**src/rtl/piso_pkg.sv**
```systemverilog
// Shared types and helpers for the multilane PISO serializer.
package piso_pkg;

  typedef enum logic {
    IDLE  = 1'b0,
    SHIFT = 1'b1
  } state_t;

  // Beats per word; a zero lane count is guarded so elaboration can report it cleanly.
  function automatic int beats(input int dw, input int lanes);
    return (lanes < 1) ? 1 : dw / lanes;
  endfunction

endpackage

```
**src/rtl/piso_hold_reg.sv**
```systemverilog
// One-entry word buffer with valid flag; a load wins over a simultaneous take (refill).
module piso_hold_reg #(
  parameter int WIDTH = 8
) (
  input  logic             clk,
  input  logic             rst_n,
  input  logic             load,
  input  logic             take,
  input  logic [WIDTH-1:0] load_data,
  output logic             valid,
  output logic [WIDTH-1:0] data
);

  always_ff @(posedge clk or negedge rst_n) begin
    if (!rst_n) begin
      valid <= 1'b0;
      data  <= '0;
    end else if (load) begin
      valid <= 1'b1;
      data  <= load_data;
    end else if (take) begin
      valid <= 1'b0;
    end
  end

endmodule

```
**src/rtl/piso_multilane.sv**
```systemverilog
// Parallel-in, serial-out with LANES bits per beat and a one-word hold buffer.
// Optional macro PISO_DUAL_RAIL_EN: each lane is emitted as a (b, ~b) pair gated by dout_valid.
module piso_multilane
  import piso_pkg::*;
#(
  parameter int DATAWIDTH = 8,
  parameter int LANES     = 1,
  parameter int MSB_FIRST = 0
) (
  input  logic                 clk,
  input  logic                 rst_n,
  input  logic                 din_valid,
  output logic                 din_ready,
  input  logic [DATAWIDTH-1:0] din_data,
  output logic                 dout_valid,
  input  logic                 dout_ready,
`ifdef PISO_DUAL_RAIL_EN
  output logic [2*LANES-1:0]   dout_data,
`else
  output logic [LANES-1:0]     dout_data,
`endif
  output logic                 dout_last
);

  localparam int N     = beats(DATAWIDTH, LANES);
  localparam int CNT_W = (N > 1) ? $clog2(N) : 1;
  localparam logic [CNT_W-1:0] LAST = CNT_W'(N - 1);

  generate
    if ((LANES < 1) ? 1'b1 : (DATAWIDTH % LANES != 0)) begin : g_cfg_err
      $error("piso_multilane: LANES must be >= 1 and divide DATAWIDTH");
    end
  endgenerate

  state_t                 state, state_nx;
  logic [CNT_W-1:0]       cnt, cnt_nx;
  logic [DATAWIDTH-1:0]   shreg, shreg_nx, shreg_adv;
  logic [LANES-1:0]       beat;
  logic                   hold_valid, hold_load, hold_take;
  logic [DATAWIDTH-1:0]   hold_data;
  logic                   din_hs, beat_hs, free;

  piso_hold_reg #(.WIDTH(DATAWIDTH)) u_hold (
    .clk       (clk),
    .rst_n     (rst_n),
    .load      (hold_load),
    .take      (hold_take),
    .load_data (din_data),
    .valid     (hold_valid),
    .data      (hold_data)
  );

  assign din_ready  = ~hold_valid;
  assign din_hs     = din_valid & din_ready;
  assign dout_valid = (state == SHIFT);
  assign beat_hs    = dout_valid & dout_ready;
  assign free       = (state == IDLE) | (beat_hs & (cnt == LAST));

  // The current beat always sits at the exit end of the shift register.
  assign shreg_adv = (MSB_FIRST != 0) ? (shreg << LANES) : (shreg >> LANES);
  assign beat      = (MSB_FIRST != 0) ? shreg[DATAWIDTH-1 -: LANES] : shreg[LANES-1:0];

  always_ff @(posedge clk or negedge rst_n) begin
    if (!rst_n) begin
      state <= IDLE;
      cnt   <= '0;
      shreg <= '0;
    end else begin
      state <= state_nx;
      cnt   <= cnt_nx;
      shreg <= shreg_nx;
    end
  end

  always_comb begin
    state_nx  = state;
    cnt_nx    = cnt;
    shreg_nx  = shreg;
    hold_load = 1'b0;
    hold_take = 1'b0;
    if (free) begin
      cnt_nx = '0;
      if (hold_valid) begin
        shreg_nx  = hold_data;
        hold_take = 1'b1;
        hold_load = din_hs;
        state_nx  = SHIFT;
      end else if (din_hs) begin
        shreg_nx = din_data;
        state_nx = SHIFT;
      end else begin
        state_nx = IDLE;
      end
    end else begin
      hold_load = din_hs;
      if (beat_hs) begin
        cnt_nx   = cnt + CNT_W'(1);
        shreg_nx = shreg_adv;
      end
    end
  end

  assign dout_last = dout_valid & (cnt == LAST);

`ifdef PISO_DUAL_RAIL_EN
  always_comb begin
    dout_data = '0;
    for (int unsigned i = 0; i < LANES; i++) begin
      dout_data[2*i]   = beat[i] & dout_valid;
      dout_data[2*i+1] = ~beat[i] & dout_valid;
    end
  end
`else
  assign dout_data = beat & {LANES{dout_valid}};
`endif

endmodule

```
**config.mk**
```make
export PLATFORM = sky130hd
export DESIGN_NAME = piso_multilane
export DESIGN_NICKNAME = d
export VERILOG_FILES = /design/src/rtl/piso_pkg.sv /design/src/rtl/piso_hold_reg.sv /design/src/rtl/piso_multilane.sv
export SDC_FILE = /design/constraint.sdc
export NUM_CORES = 1
export LEC_CHECK = 0
export ABC_AREA = 0
export CAP_MARGIN = 20
export CORE_MARGIN = 2
export CORE_UTILIZATION = 30
export DETAILED_ROUTE_END_ITERATION = 10
export GPL_ROUTABILITY_DRIVEN = 1
export SYNTH_ARGS = -nofsm -noshare
export SYNTH_HDL_FRONTEND = slang
export SYNTH_SLANG_ARGS = --single-unit
```
**constraint.sdc**
```tcl
create_clock -name clk -period 3.1 [get_ports clk]
set_clock_uncertainty 0.15 [all_clocks]
set_input_delay 0.31 -clock clk [delete_from_list [all_inputs] [get_ports clk]]
set_output_delay 0.31 -clock clk [all_outputs]
set_load 0.02 [all_outputs]
```
# ---- Word-level counts from Yosys, hierarchy flattened
# Index checks and enable logic that the tools add are counted.
dict set report totals {
  out_inout_bits 4
  inputBits 12
  elab_cells 33
  ff_bits 21
}
dict set report classes {
  muxes 14
  eq_ne 2
  bitwise 8
  addsub 1
  reduce_logical 3
}
# op n
set op_table {}
lappend op_table {{$mux W8} 4}
lappend op_table {{$mux W1} 8}
lappend op_table {{$mux W3} 2}
lappend op_table {{$and A1 B1 Y1} 5}
lappend op_table {{$reduce_bool A2 Y1} 2}
lappend op_table {{$add A3 B1 Y3 const B} 1}
lappend op_table {{$eq A3 B3 Y1 const B} 1}
lappend op_table {{$ne A3 B2 Y1 const B} 1}
lappend op_table {{$not A1 Y1} 2}
lappend op_table {{$reduce_and A2 Y1} 1}
lappend op_table {{$or A1 B1 Y1} 1}

# ---- Depth between registers and ports, before layout
# Gate-level depths: netlist of run 1.
dict set report depth {
  word_depth 6
  mapped_depth 6
  ltp_nobuf 5
}

# ---- Cells and area by module
# From an unflattened synthesis of run 1, not the netlist that was laid out.
dict set report unflattened {
  cells_unflattened 87
  hier_area_um2 1134.8
}
# module cells_per_inst area_each_um2 seq_area_each_um2 instances
set by_module_without_submodules {}
lappend by_module_without_submodules {piso_multilane 67 765.7 300.3 1}
lappend by_module_without_submodules {piso_hold_reg 20 369.1 225.2 1}

# ---- Worst setup path before layout of run 1
# OpenSTA, ideal clock, no wires.
dict set report synth_path {
  path_kind {register to register}
  from {register cnt[0]}
  to {register shreg[4]}
  required_ns 2.825
  t_arrival_ns 1.660
  n_path_buf 1
  stages_incl_launch_ff 7
  setup_slack_ns 1.165
  setup_time_ns 0.125
  period_less_slack_ns 1.935
  path_cell_list {dfrtp_1 > ha_1 > ha_1 > a21bo_4 > buf_6 > mux2_4 > mux2_4}
}
dict set report synth_via {
  elab_chain_cells 5
  elab_cells_between_ends 7
  cone_classes {eq/ne (2); mux (1); bitwise (2); reduce/logical (2)}
}
# element line
set synth_rtl {}
lappend synth_rtl {{start: declaration} piso_multilane.sv:36} ;# logic [CNT_W-1:0] cnt, cnt_nx;
lappend synth_rtl {{start signal: assignment} piso_multilane.sv:70} ;# cnt <= cnt_nx;
lappend synth_rtl {{$eq A3 B3 Y1 (*)} piso_multilane.sv:57} ;# assign free = (state == IDLE) | (beat_hs & (cnt == LAST));
lappend synth_rtl {{$and A1 B1 Y1 (*)} piso_multilane.sv:57}
lappend synth_rtl {{$or A1 B1 Y1 (*)} piso_multilane.sv:57}
lappend synth_rtl {{$ne A3 B2 Y1 (no line) / $reduce_bool A2 Y1 (equally long branches)} -}
lappend synth_rtl {{$reduce_and A2 Y1 (no line)} -}
lappend synth_rtl {{end signal: assignment} piso_multilane.sv:71} ;# shreg <= shreg_nx;
lappend synth_rtl {{end: declaration} piso_multilane.sv:37} ;# logic [DATAWIDTH-1:0] shreg, shreg_nx, shreg_adv;
# Every way passes the cells marked *; elsewhere a longest branch is shown, timed or not.
# A chain may end at the register's enable or synchronous reset.

# ---- Worst setup path in the final report of run 1
dict set report layout_path {
  from {register cnt[0]}
  to {output dout_last}
}
dict set report layout_via {
  elab_chain_cells 2
}
# element line
set layout_rtl {}
lappend layout_rtl {{$eq A3 B3 Y1} piso_multilane.sv:103} ;# assign dout_last = dout_valid & (cnt == LAST);
lappend layout_rtl {{$and A1 B1 Y1} piso_multilane.sv:103}
lappend layout_rtl {{end: declaration} piso_multilane.sv:22} ;# output logic dout_last
# No other way between the ends.

==> flow_summary_export.csv, run 1 <==
group,metric,value,unit
yosys,yosysTopAreaCell,"dfrtp_1",
timing,hold_viol,0,
timing,worstMarginPinSlew,0.450,ns
critical_path,required,2.64,ns
die,num_rows,21,
grt,antenna_found_initial,0,
timing,maxSlewViolCount,0,
power,power,0.881,mW
yosys,netlist.area_leader.share,49.5,%
clock_tree,cts.repair.resized,0,
timing,slew_headroom,69.9,%
finish,design_area,1290,sq um
drt,firstDrtPassIters,4,
placement,placed_cells,139,
yosys,yosys_warnings,0,
critical_path,crit_path_max_incr_delay,0.53,ns
drt,drt_wl_total,1810,microns
drt,dr_total_vias,648,
critical_path,crit_type,"reg -> out",
clock_tree,numCtsBuffers,3,
critical_path,critPathMaxFanout,5,
placement,gp_congestion,0.732,
placement,dpl_cell_area,1250,sq um
timing,fin_crit_sh,74.7,%
finish,diodes,0,
clock_tree,cts_setup_buffers,0,
grt,grtUsageTotal,10.2,%
yosys,avgSynthCellArea,13.3,sq um
timing,finalSetupViolCount,0,
placement,port-buffer-count,15,
power,p_leak,0.581,nW
drt,post-route-drc-count,0,
clock_tree,clock_path_buffers,2,
finish,final_cell_mix,"dfrtp_1 (21), mux2_2 (17), clkdlybuf4s50_1 (15)",
finish,area_growth,21.9,%
yosys,ys_seq_elements,21,
yosys,synth_edf_count,0,
clock_tree,root_buffer,"clkbuf_4",
yosys,yosysUniqueCellTypes,22,
die,pin_count,16,
placement,dp_hpwl,1330,microns
grt,grt_pass1_wl,3210,microns
drt,dr.first_iter.drc_count,32,
critical_path,cpMostUsedCell,"ha_1",
yosys,ys_top_cells_by_area,"dfrtp_1 (50%), mux2_2 (18%), mux2i_1 (9.4%)",
drt,vias_per_cell,4.50,
timing,period_minus_slack,2.32,ns
yosys,seq_area_frac_synth,49.5,%
yosys,syn_area,1060,sq um
drt,drtAntennaViolNets,0,
power,ir_drop,0.324,mV
grt,grt_overflow_total,0,
outcome,outcome,"finished clean",
timing,grt_setup_unrepaired,"no",
min_path,hp-class,"in -> async",
yosys,synthCells,80,
yosys,synthFlopType,"dfrtp_1",
yosys,syn_nets,94,
die,dieArea,4030,sq um
critical_path,path_delay_family,"buffers and inverters",
clock_tree,cts_hold_buffers,0,
drt,wl_per_cell,12.6,microns
critical_path,end_kind,"primary output",
timing,max_freq,432,MHz
power,power.density,681,nW/um^2
clock_tree,ctsHtreeMaxLevel,1,
finish,num-nets-final,113,
run,drv_cap,0,
finish,final_common_cell,"dfrtp_1",
finish,drive_gt1_share,26.5,%
die,design.core.area,3360,sq um
clock_tree,cts_sinks,21,
critical_path,cp_num_buf_inv,1,
critical_path,critPathLaunchType,"flop",
die,dieHeight,63.5,microns
critical_path,critical_path.slowest_cell,"clkdlybuf4s50_1",
clock_tree,cts_tree,"done",
clock_tree,clk_pin_slew_worst_paths,0.12,ns
clock_tree,clk_latency,0.30,ns
grt,grt_max_degree,22,
finish,final_cells,144,
die,start_util,31.5,%
die,die_width,63.5,microns
critical_path,crit_chain,"ha_1 > ha_1 > and2_1 > clkdlybuf4s50_1",
timing,finalSetupTns,0,ns
yosys,synth_async_sr_flop_share,100,%
grt,grt_pass1_vias,694,
critical_path,cp.arrival,1.86,ns
[metrics by stage]
stage | setup slack (ns) | util (%) | hold WS [ns]
2_1_floorplan | 1.17 | - | -0.136
3_3_place_gp | 0.988 | 37.2 | 0.335
4_1_cts | 0.766 | 38.0 | 0.368
6_report | 0.784 | 38.5 | 0.155
5_1_grt | 0.697 | 38.5 | 0.165
3_5_place_dp | 0.926 | 37.2 | 0.337
[cell usage after synthesis, drive strengths merged, types with 2 or more instances]
cell type / count
mux2: 19
nand2b: 2
buf: 2
a21boi: 2
and2: 2
inv: 4
nand3b: 3
ha: 2
dfrtp: 21
mux2i: 10
nand2: 3
nor2: 3
[routing by layer]
| metal | track usage (%) | wire length [microns] | share of wire, % | up-vias |
|---|---|---|---|---|
| met4 | 1.63 | 18 | 0.99 | 0 |
| li1 | - | - | - | 316 |
| met5 | 0 | 0 | 0 | - |
| met1 | 13.0 | 860 | 47 | 316 |
| met2 | 16.7 | 858 | 47 | 14 |
| met3 | 3.93 | 75 | 4.1 | 2 |
[worst paths after layout]
kind                                     start        endpoint  slack (ns)  cells past startpoint
worst max-delay path                    cnt[0]       dout_last        0.78                      4
worst min-delay path                     rst_n        shreg[7]        0.15                      1
worst max register to register          cnt[0]  u_hold.data[6]        1.00                      5
worst min register to register  u_hold.data[4]  u_hold.data[4]        0.36                      1
max in group asynchronous                rst_n  u_hold.data[0]        2.21                      2
min in group clk                u_hold.data[4]  u_hold.data[4]        0.36                      1
[sequential cells by signal, summed over array words and instances, names as in the netlist]
name          flops
cnt               3
dout_valid        1
u_hold.valid      1
u_hold.data       8
shreg             8
[area by class of cell]
cell class | instances | area, sq um
Fill cell | 352 | 2070
Sequential cell | 21 | 526
Multi-Input combinational cell | 53 | 504
Timing Repair Buffer | 16 | 165
Tap cell | 46 | 57.6
Clock buffer | 4 | 26.3
Inverter | 4 | 15.0
[kinds of logic after synthesis]
logic type / synth area share, %
xor gates and xnor gates: 0.826
buffers and inverters: 2.95
adders and majority gates: 2.36
muxes: 30.3
and+or+nand+nor: 8.25
AOI/OAI and AO/OA: 5.78
DFF: 49.5
[where the power goes]
group	total (mW)	internal (mW)	switching, mW
registers	0.430	0.375	0.0551
logic	0.316	0.189	0.128
clock network	0.135	0.0501	0.0849
Note: power is estimated with default switching activity, not from simulation.
==> inputs of run 2 (changes only) <==
==> constraint.sdc (replaced) <==
create_clock -name clk -period 2.2 [get_ports clk]
set_clock_uncertainty 0.15 [all_clocks]
set_input_delay 0.22 -clock clk [delete_from_list [all_inputs] [get_ports clk]]
set_output_delay 0.22 -clock clk [all_outputs]
set_load 0.02 [all_outputs]
==> run 2 against run 1 <==
  * Sequential cell count unchanged
  * Largest cell class unchanged
  * First-iteration DRC count decreased by 28%
  * Critical path type is now reg -> reg
  * Wire length decreased by 2.0%
  * Sequential share of layout area decreased by 0.27 points
  * Worst hold slack got worse by 0.076 ns
  * Clock power increased by 41%
  * Design area increased by 0.68%
  * Non-clock buffer count increased by 1
==> flow_summary_export.csv, run 2 (synthesis results as in run 1) <==
group,metric,value,unit
outcome,outcome,"finished clean",
timing,max_freq,484,MHz
clock_tree,clk_latency,0.31,ns
timing,fin_ws,0.135,ns
die,die_width,63.5,microns
timing,worstMarginPinSlew,0.441,ns
drt,top_layer,"met4",
timing,finalSetupTns,0,ns
clock_tree,clock_path_buffers,2,
timing,fin_crit_sh,93.8,%
grt,grt_pass1_wl,3100,microns
critical_path,rrSetupSlack,0.14,ns
power,power.density,944,nW/um^2
die,design.core.area,3360,sq um
grt,grt_overflow_total,0,
drt,wl_per_cell,12.2,microns
finish,final_common_cell,"dfrtp_1",
drt,post-route-drc-count,0,
critical_path,critical_path.slowest_cell,"dfrtp_1",
finish,diodes,0,
die,dieArea,4030,sq um
critical_path,crit_type,"reg -> reg",
drt,met2WireLength,815,microns
critical_path,critPathMaxFanout,8,
drt,dr_total_vias,641,
power,ir_drop,0.371,mV
critical_path,cp.arrival,2.13,ns
finish,drive_gt1_share,28.3,%
critical_path,end_kind,"flop",
finish,largest_registers,"shreg (8), u_hold.data (8), cnt (3)",
power,p_leak,0.608,nW
grt,grtUsageTotal,10.1,%
placement,port-buffer-count,15,
finish,num-nets-final,114,
power,p_switching,0.372,mW
grt,antenna_found_initial,0,
timing,grt_setup_unrepaired,"no",
power,power_frac_seq,49.5,%
power,swShare,30.2,%
clock_tree,cts_sinks,21,
power,p_clk_share,15.4,%
run,drv_cap,0,
clock_tree,ctsHtreeMaxLevel,1,
placement,placed_cells,141,
placement,dpl_cell_area,1270,sq um
clock_tree,cts_hold_buffers,0,
placement,gp_congestion,0.782,
clock_tree,clk_pin_slew_worst_paths,0.13,ns
timing,hold_viol,0,
grt,grt_pass1_vias,694,
drt,vias_per_cell,4.42,
clock_tree,root_buffer,"clkbuf_4",
power,p_int,0.858,mW
drt,drt_wl_total,1780,microns
die,pin_count,16,
drt,drt-met1-wl,853,microns
finish,area_growth,22.8,%
critical_path,crit_chain,"ha_1 > ha_1 > or2b_1 > a21oi_4 > mux2_2",
finish,final_cells,145,
die,dieHeight,63.5,microns
die,num_rows,21,
finish,fillers,351,
die,start_util,31.5,%
drt,firstDrtPassIters,4,
drt,dr.first_iter.drc_count,23,
timing,period_minus_slack,2.06,ns
clock_tree,cts_tree,"done",
placement,pre_cts_ws,0.103,ns
grt,grt_max_degree,22,
drt,met3_length,82,microns
min_path,hp-class,"in -> async",
critical_path,crit_path_max_incr_delay,0.41,ns
critical_path,required,2.27,ns
critical_path,critPathLaunchType,"flop",
placement,dp_hpwl,1290,microns
timing,finalSetupViolCount,0,
finish,design_area,1300,sq um
critical_path,cpMostUsedCell,"ha_1",
timing,slew_headroom,70.6,%
timing,maxSlewViolCount,0,
finish,final_cell_mix,"dfrtp_1 (21), mux2_2 (17), clkdlybuf4s50_1 (14)",
clock_tree,numCtsBuffers,3,
power,pwr-share-comb,35.1,%
drt,drtAntennaViolNets,0,
## run 2: power by group through the flow
stage	sequential (mW)	combinational [mW]	clock [mW]
3_5_place_dp	0.620	0.438	0
5_1_grt	0.627	0.487	0.217
2_1_floorplan	0.585	0.350	0
4_1_cts	0.611	0.438	0.198
3_3_place_gp	0.612	0.430	0
6_report	0.609	0.431	0.190
## run 2: worst max-delay path, delay by kind of cell, from the launching register on
kind	cells	cell delay, ns
flops	1	0.41
compound gates	1	0.32
simple gates	1	0.27
fa+ha+maj	2	0.43
mux	1	0.37
## run 2: area by class of cell
class                      instances  area, sq um  share of cell area, %
sequential                        21          526                   40.3
inverter                           4         15.0                   1.15
clock buffer                       3         22.5                   1.73
clock inverter                     1         5.00                  0.384
tap                               46         57.6                   4.42
timing repair buffer              17          164                   12.6
multi-input combinational         53          513                   39.4
## run 2: final timing paths
kind / startpoint / endpoint / cells after the start
hold / removal: rst_n / u_hold.valid / 2
setup / recovery: cnt[0] / shreg[0] / 5
hold reg to reg: shreg[7] / shreg[7] / 2
min in group clk: shreg[7] / shreg[7] / 2
max in group asynchronous: rst_n / u_hold.data[7] / 2
setup reg to reg: cnt[0] / shreg[0] / 5
## run 2: per-stage QoR
step,power (mW),util (%),hold slack [ns]
after global placement,1.04,37.7,0.332
final,1.23,38.7,0.0785
after floorplan,0.935,-,-0.226
after CTS,1.25,38.5,0.0873
after detailed placement,1.06,37.7,0.344
after global routing,1.33,38.7,0.113
## run 2: per-layer routing
| layer | up-vias | track usage [%] |
|---|---|---|
| li1 | 314 | - |
| met3 | 4 | 2.50 |
| met4 | 0 | 4.89 |
| met5 | - | 0 |
| met2 | 18 | 15.4 |
| met1 | 305 | 13.2 |
## run 2: timing repair
| item | CTS | global route |
|---|---|---|
| setup endpoints to repair | 1 | 1 |
| cloned | 0 | 0 |
| setup buffers | 0 | 0 |
| gates resized for setup | 1 | 1 |
==> inputs of run 3 (changes only) <==
--- a/config.mk
+++ b/config.mk
@@ -7,10 +7,11 @@
 export LEC_CHECK = 0
 export ABC_AREA = 0
 export CAP_MARGIN = 20
-export CORE_MARGIN = 2
+export CORE_MARGIN = 10
 export CORE_UTILIZATION = 30
 export DETAILED_ROUTE_END_ITERATION = 10
 export GPL_ROUTABILITY_DRIVEN = 1
+export GPL_TIMING_DRIVEN = 0
 export SYNTH_ARGS = -nofsm -noshare
 export SYNTH_HDL_FRONTEND = slang
 export SYNTH_SLANG_ARGS = --single-unit
==> run 3 against run 2 <==
  * Die area rose by 57%
  * Critical path depth did not move
  * Core utilization fell by 0.56 points
  * Wire length rose by 11%
  * Largest cell class unchanged
==> flow_summary_export.csv, run 3 (synthesis results as in run 1) <==
group,metric,value,unit
placement,port-buffer-count,15,
finish,final_cell_mix,"dfrtp_1 (21), mux2_2 (17), clkdlybuf4s50_1 (14)",
placement,gp_congestion,0.718,
placement,dpl_cell_area,1270,sq um
power,ir_drop,0.265,mV
timing,grt_setup_unrepaired,"no",
die,pin_count,16,
finish,design_area,1290,sq um
finish,num-nets-final,114,
finish,largest_registers,"shreg (8), u_hold.data (8), cnt (3)",
clock_tree,cts_hold_buffers,0,
timing,maxSlewViolCount,0,
finish,final_core_util,38.2,%
timing,finalSetupViolCount,0,
drt,drt-met1-wl,964,microns
clock_tree,cts_tree,"done",
drt,dr.first_iter.drc_count,41,
clock_tree,cts.repair.resized,1,
timing,max_freq,486,MHz
clock_tree,clk_latency,0.32,ns
timing,hold_viol,0,
finish,fillers,340,
power,p_clk_share,15.8,%
placement,pre_cts_ws,0.150,ns
finish,drive_gt1_share,27.3,%
clock_tree,cts_sinks,21,
clock_tree,clock_path_buffers,2,
die,die_width,79.5,microns
timing,worstMarginPinSlew,0.927,ns
clock_tree,ctsHtreeMaxLevel,1,
clock_tree,root_buffer,"clkbuf_4",
timing,period_minus_slack,2.06,ns
critical_path,rrSetupSlack,0.14,ns
critical_path,cp.arrival,2.12,ns
run,drv_cap,0,
placement,dp_hpwl,1440,microns
grt,grt_overflow_total,0,
critical_path,critPathLaunchType,"flop",
finish,area_growth,21.9,%
power,p_int,0.863,mW
power,pwr-share-comb,36.1,%
finish,final_common_cell,"dfrtp_1",
die,design.core.area,3390,sq um
drt,met2WireLength,877,microns
grt,grt_max_degree,22,
power,power.density,954,nW/um^2
drt,top_layer,"met4",
power,swShare,30.1,%
timing,fin_crit_sh,93.5,%
drt,drt_wl_total,1980,microns
power,p_leak,0.587,nW
clock_tree,clk_pin_slew_worst_paths,0.12,ns
die,dieHeight,79.5,microns
timing,fin_ws,0.144,ns
critical_path,crit_type,"reg -> reg",
drt,met3_length,76,microns
clock_tree,numCtsBuffers,3,
critical_path,end_kind,"flop",
drt,drtAntennaViolNets,0,
drt,wl_per_cell,13.7,microns
min_path,hp-class,"in -> async",
timing,holdWs,0.258,ns
finish,diodes,0,
critical_path,critPathMaxFanout,8,
timing,finalSetupTns,0,ns
grt,grtUsageTotal,7.00,%
critical_path,required,2.26,ns
power,power_frac_seq,48.1,%
power,p_switching,0.371,mW
grt,grt_pass1_vias,700,
grt,antenna_found_initial,0,
grt,grt_pass1_wl,3420,microns
die,start_util,31.3,%
die,num_rows,21,
die,dieArea,6320,sq um
timing,slew_headroom,38.0,%
drt,vias_per_cell,4.46,
drt,firstDrtPassIters,4,
outcome,outcome,"finished clean",
drt,post-route-drc-count,0,
drt,dr_total_vias,646,
clock_tree,cts_setup_buffers,0,
## run 3: path summary, 6_finish.rpt
check	start	end	cells after the start
worst max register to register	cnt[0]	shreg[5]	5
worst min register to register	shreg[6]	shreg[6]	1
worst max-delay path	cnt[0]	shreg[5]	5
max in group asynchronous	rst_n	u_hold.data[7]	1
worst min-delay path	rst_n	cnt[2]	1
min in group clk	shreg[6]	shreg[6]	1
## run 3: critical path, cell delays in order (launching register included)
cell	delay [ns]
dfrtp_1	0.41
ha_1	0.20
ha_1	0.23
or2b_1	0.27
a21oi_4	0.31
mux2_2	0.37
## run 3: final cells by class
class,instances,area [sq um],share of cell area (%)
inverter,4,15.0,1.16
timing repair buffer,15,149,11.5
multi-input combinational,53,504,39.0
clock buffer,4,26.3,2.03
buffer,2,16.3,1.26
sequential,21,526,40.6
tap,46,57.6,4.45
## run 3: through the flow
stage / std cells / power [mW]
floorplan: 80 / 0.935
global placement: 141 / 1.04
detailed placement: 141 / 1.06
CTS: 145 / 1.25
global route: 145 / 1.34
finish: 145 / 1.23
## run 3: routing by layer
layer	track usage (%)	up-vias
li1	-	316
met1	8.32	307
met2	10.6	17
met3	2.03	6
met4	4.84	0
met5	0	-
## run 3: power groups by stage
stage | combinational, mW | sequential, mW | clock (mW)
floorplan | 0.350 | 0.585 | 0
global placement | 0.444 | 0.595 | 0
detailed placement | 0.459 | 0.605 | 0
CTS | 0.458 | 0.595 | 0.199
global route | 0.507 | 0.614 | 0.220
finish | 0.446 | 0.594 | 0.195
